File: src/rtl/tisc_pkg.sv
// Shared types and constants for the fetch stage and its prefetch FIFO.
package tisc_pkg;

    localparam int PC_W    = 8;
    localparam int INSTR_W = 16;
    localparam int OPC_W   = 4;

    localparam logic [OPC_W-1:0] HALT_OPC = 4'hF;

    typedef struct packed {
        logic [PC_W-1:0]    pc;
        logic [INSTR_W-1:0] instr;
    } fetch_entry_t;

    typedef enum logic [0:0] {
        FETCH = 1'b0,
        STOP  = 1'b1
    } fetch_state_t;

    function automatic logic [OPC_W-1:0] opcode_of(input logic [INSTR_W-1:0] instr);
        return instr[INSTR_W-1 -: OPC_W];
    endfunction

endpackage

File: src/rtl/fetch_fifo.sv
// Synchronous circular FIFO of fetch entries; flush clears pointers and count
// and wins over push/pop. Simultaneous push+pop is supported at any occupancy.
module fetch_fifo
    import tisc_pkg::*;
#(
    parameter  int DEPTH = 4,
    localparam int PTR_W = $clog2(DEPTH),
    localparam int CNT_W = $clog2(DEPTH + 1)
) (
    input  logic               clk,
    input  logic               rst,
    input  logic               flush,
    input  logic               push,
    input  fetch_entry_t       din,
    input  logic               pop,
    output fetch_entry_t       head,
    output logic [CNT_W-1:0]   count,
    output logic               empty,
    output logic               full
);

    fetch_entry_t       mem_r [DEPTH];
    logic [PTR_W-1:0]   wr_ptr_r;
    logic [PTR_W-1:0]   rd_ptr_r;
    logic [CNT_W-1:0]   count_r;

    // Storage is cleared on reset so the head reads as zero until the first write.
    always_ff @(posedge clk) begin
        if (rst) begin
            for (int i = 0; i < DEPTH; i++) begin
                mem_r[i] <= '0;
            end
        end else if (push && !flush) begin
            mem_r[wr_ptr_r] <= din;
        end else begin
            mem_r[wr_ptr_r] <= mem_r[wr_ptr_r];
        end
    end

    // Pointer and occupancy bookkeeping; pointers wrap naturally (DEPTH is a power of two).
    always_ff @(posedge clk) begin
        if (rst || flush) begin
            wr_ptr_r <= '0;
            rd_ptr_r <= '0;
            count_r  <= '0;
        end else begin
            if (push) begin
                wr_ptr_r <= wr_ptr_r + PTR_W'(1);
            end else begin
                wr_ptr_r <= wr_ptr_r;
            end
            if (pop) begin
                rd_ptr_r <= rd_ptr_r + PTR_W'(1);
            end else begin
                rd_ptr_r <= rd_ptr_r;
            end
            case ({push, pop})
                2'b10:   count_r <= count_r + CNT_W'(1);
                2'b01:   count_r <= count_r - CNT_W'(1);
                default: count_r <= count_r;
            endcase
        end
    end

    // Head and status decode from registered state.
    always_comb begin
        head  = mem_r[rd_ptr_r];
        count = count_r;
        empty = (count_r == CNT_W'(0));
        full  = (count_r == CNT_W'(DEPTH));
    end

endmodule

File: src/rtl/fetch_queue_stage.sv
// Instruction-fetch stage: owns the fetch PC, fills a prefetch FIFO and hands
// entries to decode. Optional halt-on-opcode behaviour is enabled by FETCH_HALT_EN.
module fetch_queue_stage
    import tisc_pkg::*;
#(
    parameter  int PC_W    = tisc_pkg::PC_W,
    parameter  int INSTR_W = tisc_pkg::INSTR_W,
    parameter  int DEPTH   = 4,
    localparam int CNT_W   = $clog2(DEPTH + 1)
) (
    input  logic               clk,
    input  logic               rst,
    output logic [PC_W-1:0]    imem_addr,
    input  logic [INSTR_W-1:0] imem_data,
    input  logic               redirect_valid,
    input  logic [PC_W-1:0]    redirect_pc,
    output logic               out_valid,
    input  logic               out_ready,
    output logic [INSTR_W-1:0] out_instr,
    output logic [PC_W-1:0]    out_pc,
    output logic [PC_W-1:0]    out_pc_next,
    output logic [CNT_W-1:0]   fifo_count,
    output logic               halted
);

    logic [PC_W-1:0]  fetch_pc_r;
    logic             pop_s;
    logic             push_s;
    logic             fetch_en_s;
    logic             full_s;
    logic             empty_s;
    fetch_entry_t     wr_entry_s;
    fetch_entry_t     head_s;

`ifdef FETCH_HALT_EN
    fetch_state_t     state_r;
    logic             halted_r;
    logic             halt_hit_s;

    // Halt decode looks at the instruction being pushed this cycle.
    always_comb begin
        fetch_en_s = (state_r == FETCH);
        halt_hit_s = (opcode_of(imem_data) == HALT_OPC);
        halted     = halted_r;
    end
`else
    // Without the halt feature fetch is always enabled.
    always_comb begin
        fetch_en_s = 1'b1;
        halted     = 1'b0;
    end
`endif

    // Handshake and push gating; a redirect cycle never pushes.
    always_comb begin
        pop_s            = !empty_s && out_ready;
        push_s           = fetch_en_s && !redirect_valid && (!full_s || pop_s);
        wr_entry_s.pc    = fetch_pc_r;
        wr_entry_s.instr = imem_data;
    end

    // Fetch PC and FETCH/STOP control; redirect beats push, reset beats all.
    always_ff @(posedge clk) begin
        if (rst) begin
            fetch_pc_r <= '0;
`ifdef FETCH_HALT_EN
            state_r    <= FETCH;
            halted_r   <= 1'b0;
`endif
        end else if (redirect_valid) begin
            fetch_pc_r <= redirect_pc;
`ifdef FETCH_HALT_EN
            state_r    <= FETCH;
            halted_r   <= 1'b0;
`endif
        end else if (push_s) begin
            fetch_pc_r <= fetch_pc_r + PC_W'(1);
`ifdef FETCH_HALT_EN
            state_r    <= halt_hit_s ? STOP : FETCH;
            halted_r   <= halt_hit_s;
`endif
        end else begin
            fetch_pc_r <= fetch_pc_r;
`ifdef FETCH_HALT_EN
            state_r    <= state_r;
            halted_r   <= halted_r;
`endif
        end
    end

    fetch_fifo #(
        .DEPTH (DEPTH)
    ) u_fifo (
        .clk   (clk),
        .rst   (rst),
        .flush (redirect_valid),
        .push  (push_s),
        .din   (wr_entry_s),
        .pop   (pop_s),
        .head  (head_s),
        .count (fifo_count),
        .empty (empty_s),
        .full  (full_s)
    );

    // Output decode; all sources are registers.
    always_comb begin
        imem_addr   = fetch_pc_r;
        out_valid   = !empty_s;
        out_instr   = head_s.instr;
        out_pc      = head_s.pc;
        out_pc_next = head_s.pc + PC_W'(1);
    end

endmodule

File: config.mk
export PLATFORM = sky130hd
export DESIGN_NAME = fetch_queue_stage
export DESIGN_NICKNAME = d
export VERILOG_FILES = /design/src/rtl/tisc_pkg.sv /design/src/rtl/fetch_fifo.sv /design/src/rtl/fetch_queue_stage.sv
export SDC_FILE = /design/constraint.sdc
export NUM_CORES = 1
export LEC_CHECK = 0
export ABC_CLOCK_PERIOD_IN_PS = 2950
export BUFFER_PORTS_ARGS = -buffer_cell sky130_fd_sc_hd__buf_2
export CAP_MARGIN = 20
export CORE_MARGIN = 1.5
export CORE_UTILIZATION = 29
export DETAILED_ROUTE_END_ITERATION = 8
export PLACE_DENSITY = 0.55
export SYNTH_ARGS = -nofsm -noshare
export SYNTH_HDL_FRONTEND = slang
export SYNTH_SLANG_ARGS = --single-unit
File: constraint.sdc
create_clock -name clk -period 2.95 [get_ports clk]
set_clock_uncertainty 0.2 [all_clocks]
set_input_delay 0.59 -clock clk [delete_from_list [all_inputs] [get_ports clk]]
set_output_delay 0.59 -clock clk [all_outputs]
set_load 0.005 [all_outputs]
* Word-level counts from Yosys, hierarchy flattened
Memories as Yosys holds them, arrays and structs flattened. A register that Yosys moved wholly into a read port is not among the register bits.
Cells that the tools add are included.
W data, S select, Z words.
** Word-level totals
- Register bits after elaboration :: 15
- Bits in writable memories :: 96
- Output and inout bits :: 45
- Word-level logic and storage cells :: 46
- Memories kept :: 1
** Operators by class
- Add/subtract/negate cells :: 6
- Equal/unequal tests :: 4
- Muxes and demuxes :: 17
- Bitwise gates (word level) :: 1
- Reduce and logical (&&, ||, !) cells :: 13
** Memories
- u_fifo.mem_r :: depth 4, width 24, rd ports 1, clocked after memory_dff 1, wr ports 4, RTL line fetch_fifo.sv:22 : fetch_entry_t mem_r [DEPTH];
** Operators with widths (number)
- $mux W24 :: 2
- $reduce_or A24 Y1 :: 1
- $add A8 B1 Y8 const B :: 2
- $mux W8 :: 2
- $mux W1 :: 9
- $mux W2 :: 3
- $pmux W3 S2 :: 1
- $add A2 B1 Y2 const B :: 2
- $reduce_bool A2 Y1 :: 2
- $add A3 B1 Y3 const B :: 1
- $eq A3 B3 Y1 const B :: 1
- $logic_and A1 B1 Y1 :: 3
- $logic_not A1 Y1 :: 3
- $logic_not A3 Y1 :: 1
- $sub A3 B1 Y3 const B :: 1
- $eq A2 B1 Y1 const B :: 1
- $eq A2 B2 Y1 const B :: 1
- $logic_or A1 B1 Y1 :: 2
- $reduce_and A2 Y1 :: 1
- $ne A0 B0 Y1 :: 1
- $or A1 B1 Y1 :: 1

* Longest topological paths before layout
- Depth after elaboration :: 13
- Depth in mapped cells :: 9

* Cells and area by module
A second synthesis with hierarchy kept.
** Unflattened totals
- Cells, all modules :: 394
- Area total of the unflattened synthesis :: 5170.0 sq um
** Modules (own cells, without submodules)
- fetch_fifo :: instances 1, cells an instance 308, area each 4476.8 sq um, seq. area each 3062.9 sq um
- fetch_queue_stage :: instances 1, cells an instance 86, area each 693.2 sq um, seq. area each 160.2 sq um

* Worst setup path before layout
No wires, ideal clock.
- Path type :: flip-flop to flip-flop
- Start point :: register u_fifo.wr_ptr_r[1]
- End point :: memory u_fifo.mem_r[0][0] in the netlist's numbering (enable)
- Data arrival time :: 2.625 ns
- Required time :: 2.308 ns
- Setup slack :: -0.318 ns
- Stages on the path, launching flop included :: 4
- Path buffers :: 1
- Period minus slack after synthesis :: 3.268 ns
- Cells stage by stage :: dfxtp_1 or2_2 clkbuf_1 o31ai_1
** RTL lines
- start: declaration :: RTL line fetch_fifo.sv:23 : logic [PTR_W-1:0] wr_ptr_r;
- start signal: assignment :: RTL line fetch_fifo.sv:48 : wr_ptr_r <= wr_ptr_r + PTR_W'(1);
- start signal: assignment :: RTL line fetch_fifo.sv:50 : wr_ptr_r <= wr_ptr_r;
- end: declaration :: RTL line fetch_fifo.sv:22

==> impl_results.rst <==
.. list-table::
   :header-rows: 1

   * - Metric
     - Value
   * - Peak clock frequency supported by timing
     - 349 MHz
   * - Global-route usage over all layers
     - 13.3%
   * - Net Sw Frac
     - 21.1%
   * - Clock latency at the later pin of the worst-skew pair
     - 0.41 ns
   * - First-pass iteration count of the detailed router
     - 4
   * - Cell types occupying the most area after synthesis
     - sky130_fd_sc_hd__edfxtp_1, sky130_fd_sc_hd__mux4_2, sky130_fd_sc_hd__dfxtp_1
   * - Count of warnings emitted by yosys
     - 0
   * - Reg-to-reg setup timing slack
     - 0.50 ns
   * - Post-synthesis to final-layout area growth
     - 25.1%
   * - Number of antenna violations at the first check in global routing
     - 1
   * - Critical Path AT
     - 2.07 ns
   * - Top cells by instance count after synthesis
     - sky130_fd_sc_hd__edfxtp_1, sky130_fd_sc_hd__nor2_1, sky130_fd_sc_hd__nand2_1
   * - Final layout net count
     - 494
   * - Synthesized Nets
     - 407
   * - Aggregate negative setup slack
     - 0 ns
   * - Post-synth top area share
     - 57.6%
   * - Count of input and output buffers
     - 71
   * - Iter 0 DRT Violations
     - 173
   * - Worst-case reg-to-reg path depth
     - 9
   * - Clk sink count
     - 113
   * - Clock root buffer
     - sky130_fd_sc_hd__clkbuf_16
   * - Status
     - finished, final reports clean
   * - Fraction of the cycle the final worst path needs
     - 97.0%
   * - Slowest stage cell, crit path
     - sky130_fd_sc_hd__mux4_2
   * - Top-count cell post-synth
     - sky130_fd_sc_hd__edfxtp_1
   * - Drt wl/cell
     - 16.1 µm
   * - Area occupied by registers
     - 0.00323 mm²
   * - RSZ-0062 raised after global routing
     - false
   * - Most common flop cell mapped by yosys
     - sky130_fd_sc_hd__edfxtp_1
   * - Cell count of the worst hold path
     - 3
   * - Std-Cell Rows
     - 47
   * - Detailed-route vias per instance
     - 4.45
   * - Final setup fails
     - 0
   * - Mean area per synthesized cell
     - 13.3 µm²
   * - Die extent in y
     - 134 µm
   * - Total of flip-flops plus latches after synthesis
     - 113
   * - Lkg Pwr
     - 2.58 nW
   * - Count of unresolved DRC violations after routing
     - 0
   * - Class of the tightest hold or removal check
     - in2reg
   * - Core area
     - 0.0167 mm²
   * - Endpoint of the worst-slack reg-to-reg timing path
     - u_fifo.count[2]$_SDFFE_PP0P_
   * - Initial Util
     - 30.0%
   * - Critical Path Start Type
     - flop
   * - Max H-tree Level
     - 4
   * - Final count of pins violating max slew
     - 0
   * - Area of the multi-input gates
     - 0.00157 mm²
   * - Final Hold Violating Endpoints
     - 0
   * - CTS tree
     - done
   * - First-pass GRT wire length
     - 17400 µm
   * - Crit path required time
     - 2.16 ns
   * - End of the worst hold path
     - imem_addr[0]$_SDFFE_PP0P_
   * - Post-CTS clock slew at the launch and capture registers of the worst setup and hold paths
     - 0.05 ns
   * - Fraction of power consumed by sequential logic
     - 44.9%
   * - Maximum fanout encountered on the critical timing path
     - 10
   * - Total wire length after detailed routing
     - 11200 µm
   * - Hold Path Origin
     - redirect_pc[0]
   * - Number of hold buffers added after CTS
     - 0
   * - Cell count after synthesis
     - 375
   * - Number of diodes
     - 0
   * - Total Power
     - 4.16 mW
   * - Worst reg2reg path startpoint
     - u_fifo.count[0]$_SDFFE_PP0P_
   * - Max-cap violations
     - 0
   * - Number of distinct library cell variants in the gate-level netlist after synthesis
     - 38
   * - Transition time at the pin with the least slew margin
     - 0.676 ns
   * - Number of flops mapped to enable cells by yosys
     - 96
   * - Post-layout minimum cycle time
     - 2.86 ns
   * - Finished Core Util
     - 37.5%
   * - Maximum number of pins on one net before global-route repair
     - 26
   * - Ordered list of cells on the worst path
     - buf_4, mux4_2, nand2_1, nor3_2, xor2_1, buf_2
   * - Synthesized area
     - 0.00500 mm²
   * - Combinational fraction of design power
     - 7.4%
   * - Die width
     - 134 µm
   * - Overall die area
     - 0.0180 mm²
   * - Final weighted congestion in routability-driven placement
     - 0.719
   * - Async set-or-reset flop fraction in the synthesized netlist
     - 0%
   * - Top cell type by total area after synthesis
     - sky130_fd_sc_hd__edfxtp_1
   * - Worst VDD drop
     - 0.484 mV
   * - Part of the total power dissipated in the clock network
     - 47.7%
   * - Kind of capture point of the worst setup path
     - output pin
   * - Worst slew margin
     - 54.9%
   * - TritonCTS buffer count
     - 17
   * - Share of synthesized area occupied by flip-flops and latches
     - 64.4%
   * - Slowest cell delay on critical path
     - 0.56 ns
   * - Post-detailed-placement half-perimeter wirelength
     - 7200 µm
   * - Total global routing overflow
     - 0
   * - Number of vias in the routed layout
     - 3090
   * - Internal portion of total power
     - 3.28 mW
   * - Cell Pwr Density
     - 665 mW/mm²
   * - Fillers
     - 1672
   * - Clock Tree Buf Depth
     - 2
   * - Num ports
     - 73
   * - NetSw
     - 0.878 mW
   * - Ratio of cells with drive above 1 in the final layout
     - 31.2%
   * - Via count of the first global-routing pass
     - 3121
   * - Antenna viol nets, final
     - 0
   * - Critical setup path kind
     - reg2out
## power groups by stage
stage / Clock [mW] / Sequential (mW) / Combinational [mW]
finish: 1.99 / 1.87 / 0.307
global route: 2.08 / 1.88 / 0.340
CTS: 2.01 / 1.87 / 0.314
detailed placement: 0 / 1.90 / 0.312
global placement: 0 / 1.90 / 0.309
floorplan: 0 / 1.89 / 0.178
## cells by family (layout without fill, tap and decap cells)
kind of cell	Yosys count	after routing	share of synthesized area (%)
AOI/OAI and AO/OA	14	14	1.90
xor gates and xnor gates	18	18	3.15
adders and majority gates	4	4	1.15
buffers and inverters	51	151	4.45
DFF	113	113	64.4
muxes	24	24	10.8
other	1	1	0.0750
and+or+nand+nor	150	150	14.0
## layout make-up
type	count	share of cell area, %
Tap cell	220	4.40
Inverter	31	1.86
Clock inverter	6	1.30
Sequential cell	113	51.6
Timing Repair Buffer	88	7.72
Clock buffer	26	7.98
Multi-Input combinational cell	211	25.2
## through the flow
| stage | cell area [µm²] | std cells | hold WS [ns] | setup WS (ns) |
|---|---|---|---|---|
| 4_1_cts | 6230 | 691 | 0.214 | 0.0451 |
| 5_1_grt | 6260 | 695 | 0.230 | 0.00225 |
| 2_1_floorplan | 5010 | 375 | 0.285 | 0.284 |
| 3_3_place_gp | 5640 | 659 | 0.328 | 0.379 |
| 6_report | 6260 | 695 | 0.231 | 0.0872 |
| 3_5_place_dp | 5640 | 659 | 0.316 | 0.263 |
## placed cells by master, fill, tap and decap left out, drive strengths merged
| master | netlist | layout |
|---|---|---|
| a211oi | 6 | 6 |
| a21oi | 3 | 3 |
| a311oi | 1 | 1 |
| and2 | 19 | 19 |
| and4bb | 1 | 1 |
| buf | 11 | 88 |
| bufinv | 0 | 2 |
| clkbuf | 9 | 26 |
| clkinv | 0 | 3 |
| clkinvlp | 0 | 1 |
| conb | 1 | 1 |
| dfxtp | 17 | 17 |
| edfxtp | 96 | 96 |
| fa | 1 | 1 |
| ha | 3 | 3 |
| inv | 31 | 31 |
| mux4 | 24 | 24 |
| nand2 | 37 | 37 |
| nand2b | 2 | 2 |
| nand3 | 5 | 5 |
| nand4 | 2 | 2 |
| nor2 | 72 | 72 |
| nor3 | 3 | 3 |
| nor3b | 1 | 1 |
| nor4 | 1 | 1 |
| nor4b | 1 | 1 |
| o21ai | 2 | 2 |
| o31a | 1 | 1 |
| o31ai | 1 | 1 |
| or2 | 3 | 3 |
| or3 | 2 | 2 |
| or4b | 1 | 1 |
| xnor2 | 7 | 7 |
| xor2 | 11 | 11 |
## layer usage
layer	part of all wire, %	routed length, µm	vias to the layer above	GRT usage (%)
li1	-	-	1489	-
met5	0.11	12	-	0
met1	44	4890	1509	16.5
met4	2.1	238	2	5.56
met3	4.5	507	20	4.08
met2	49	5530	70	21.5
## worst max-delay path, delay by kind of cell, from the launching register on
| family | cells | cell delay, ns |
|---|---|---|
| buffers and inverters | 2 | 0.30 |
| XOR/XNOR | 1 | 0.20 |
| multiplexers | 1 | 0.56 |
| AND/OR/NAND/NOR | 2 | 0.16 |
| flip-flops | 1 | 0.43 |
## worst max path at each step
stage | startpoint | end | slack, ns | cells past startpoint
after global placement | out_ready | u_fifo.count[2]$_SDFFE_PP0P_ | 0.38 | 10
after CTS | flop | out_pc_next[6] | 0.05 | 6
after detailed placement | out_ready | u_fifo.count[2]$_SDFFE_PP0P_ | 0.26 | 10
after global routing | flop | out_pc_next[6] | 0.002 | 6
final | flop | out_pc_next[7] | 0.09 | 6
after floorplan | out_ready | u_fifo.count[2]$_SDFFE_PP0P_ | 0.28 | 9
## repair_timing
action / CTS / global route
resized for setup: 2 / 0
buffers inserted: 0 / 4
setup endpoints to repair: 3 / 3
hold endpoints to repair: 0 / 0
## flip-flops by register name (all words and copies together) (netlist names), named ones only
| register | cells |
|---|---|
| u_fifo.mem_r | 96 |
| imem_addr | 8 |
| u_fifo.count | 3 |
| u_fifo.rd_ptr_r | 2 |
| u_fifo.wr_ptr_r | 2 |
(Power assumes the default switching activity.)
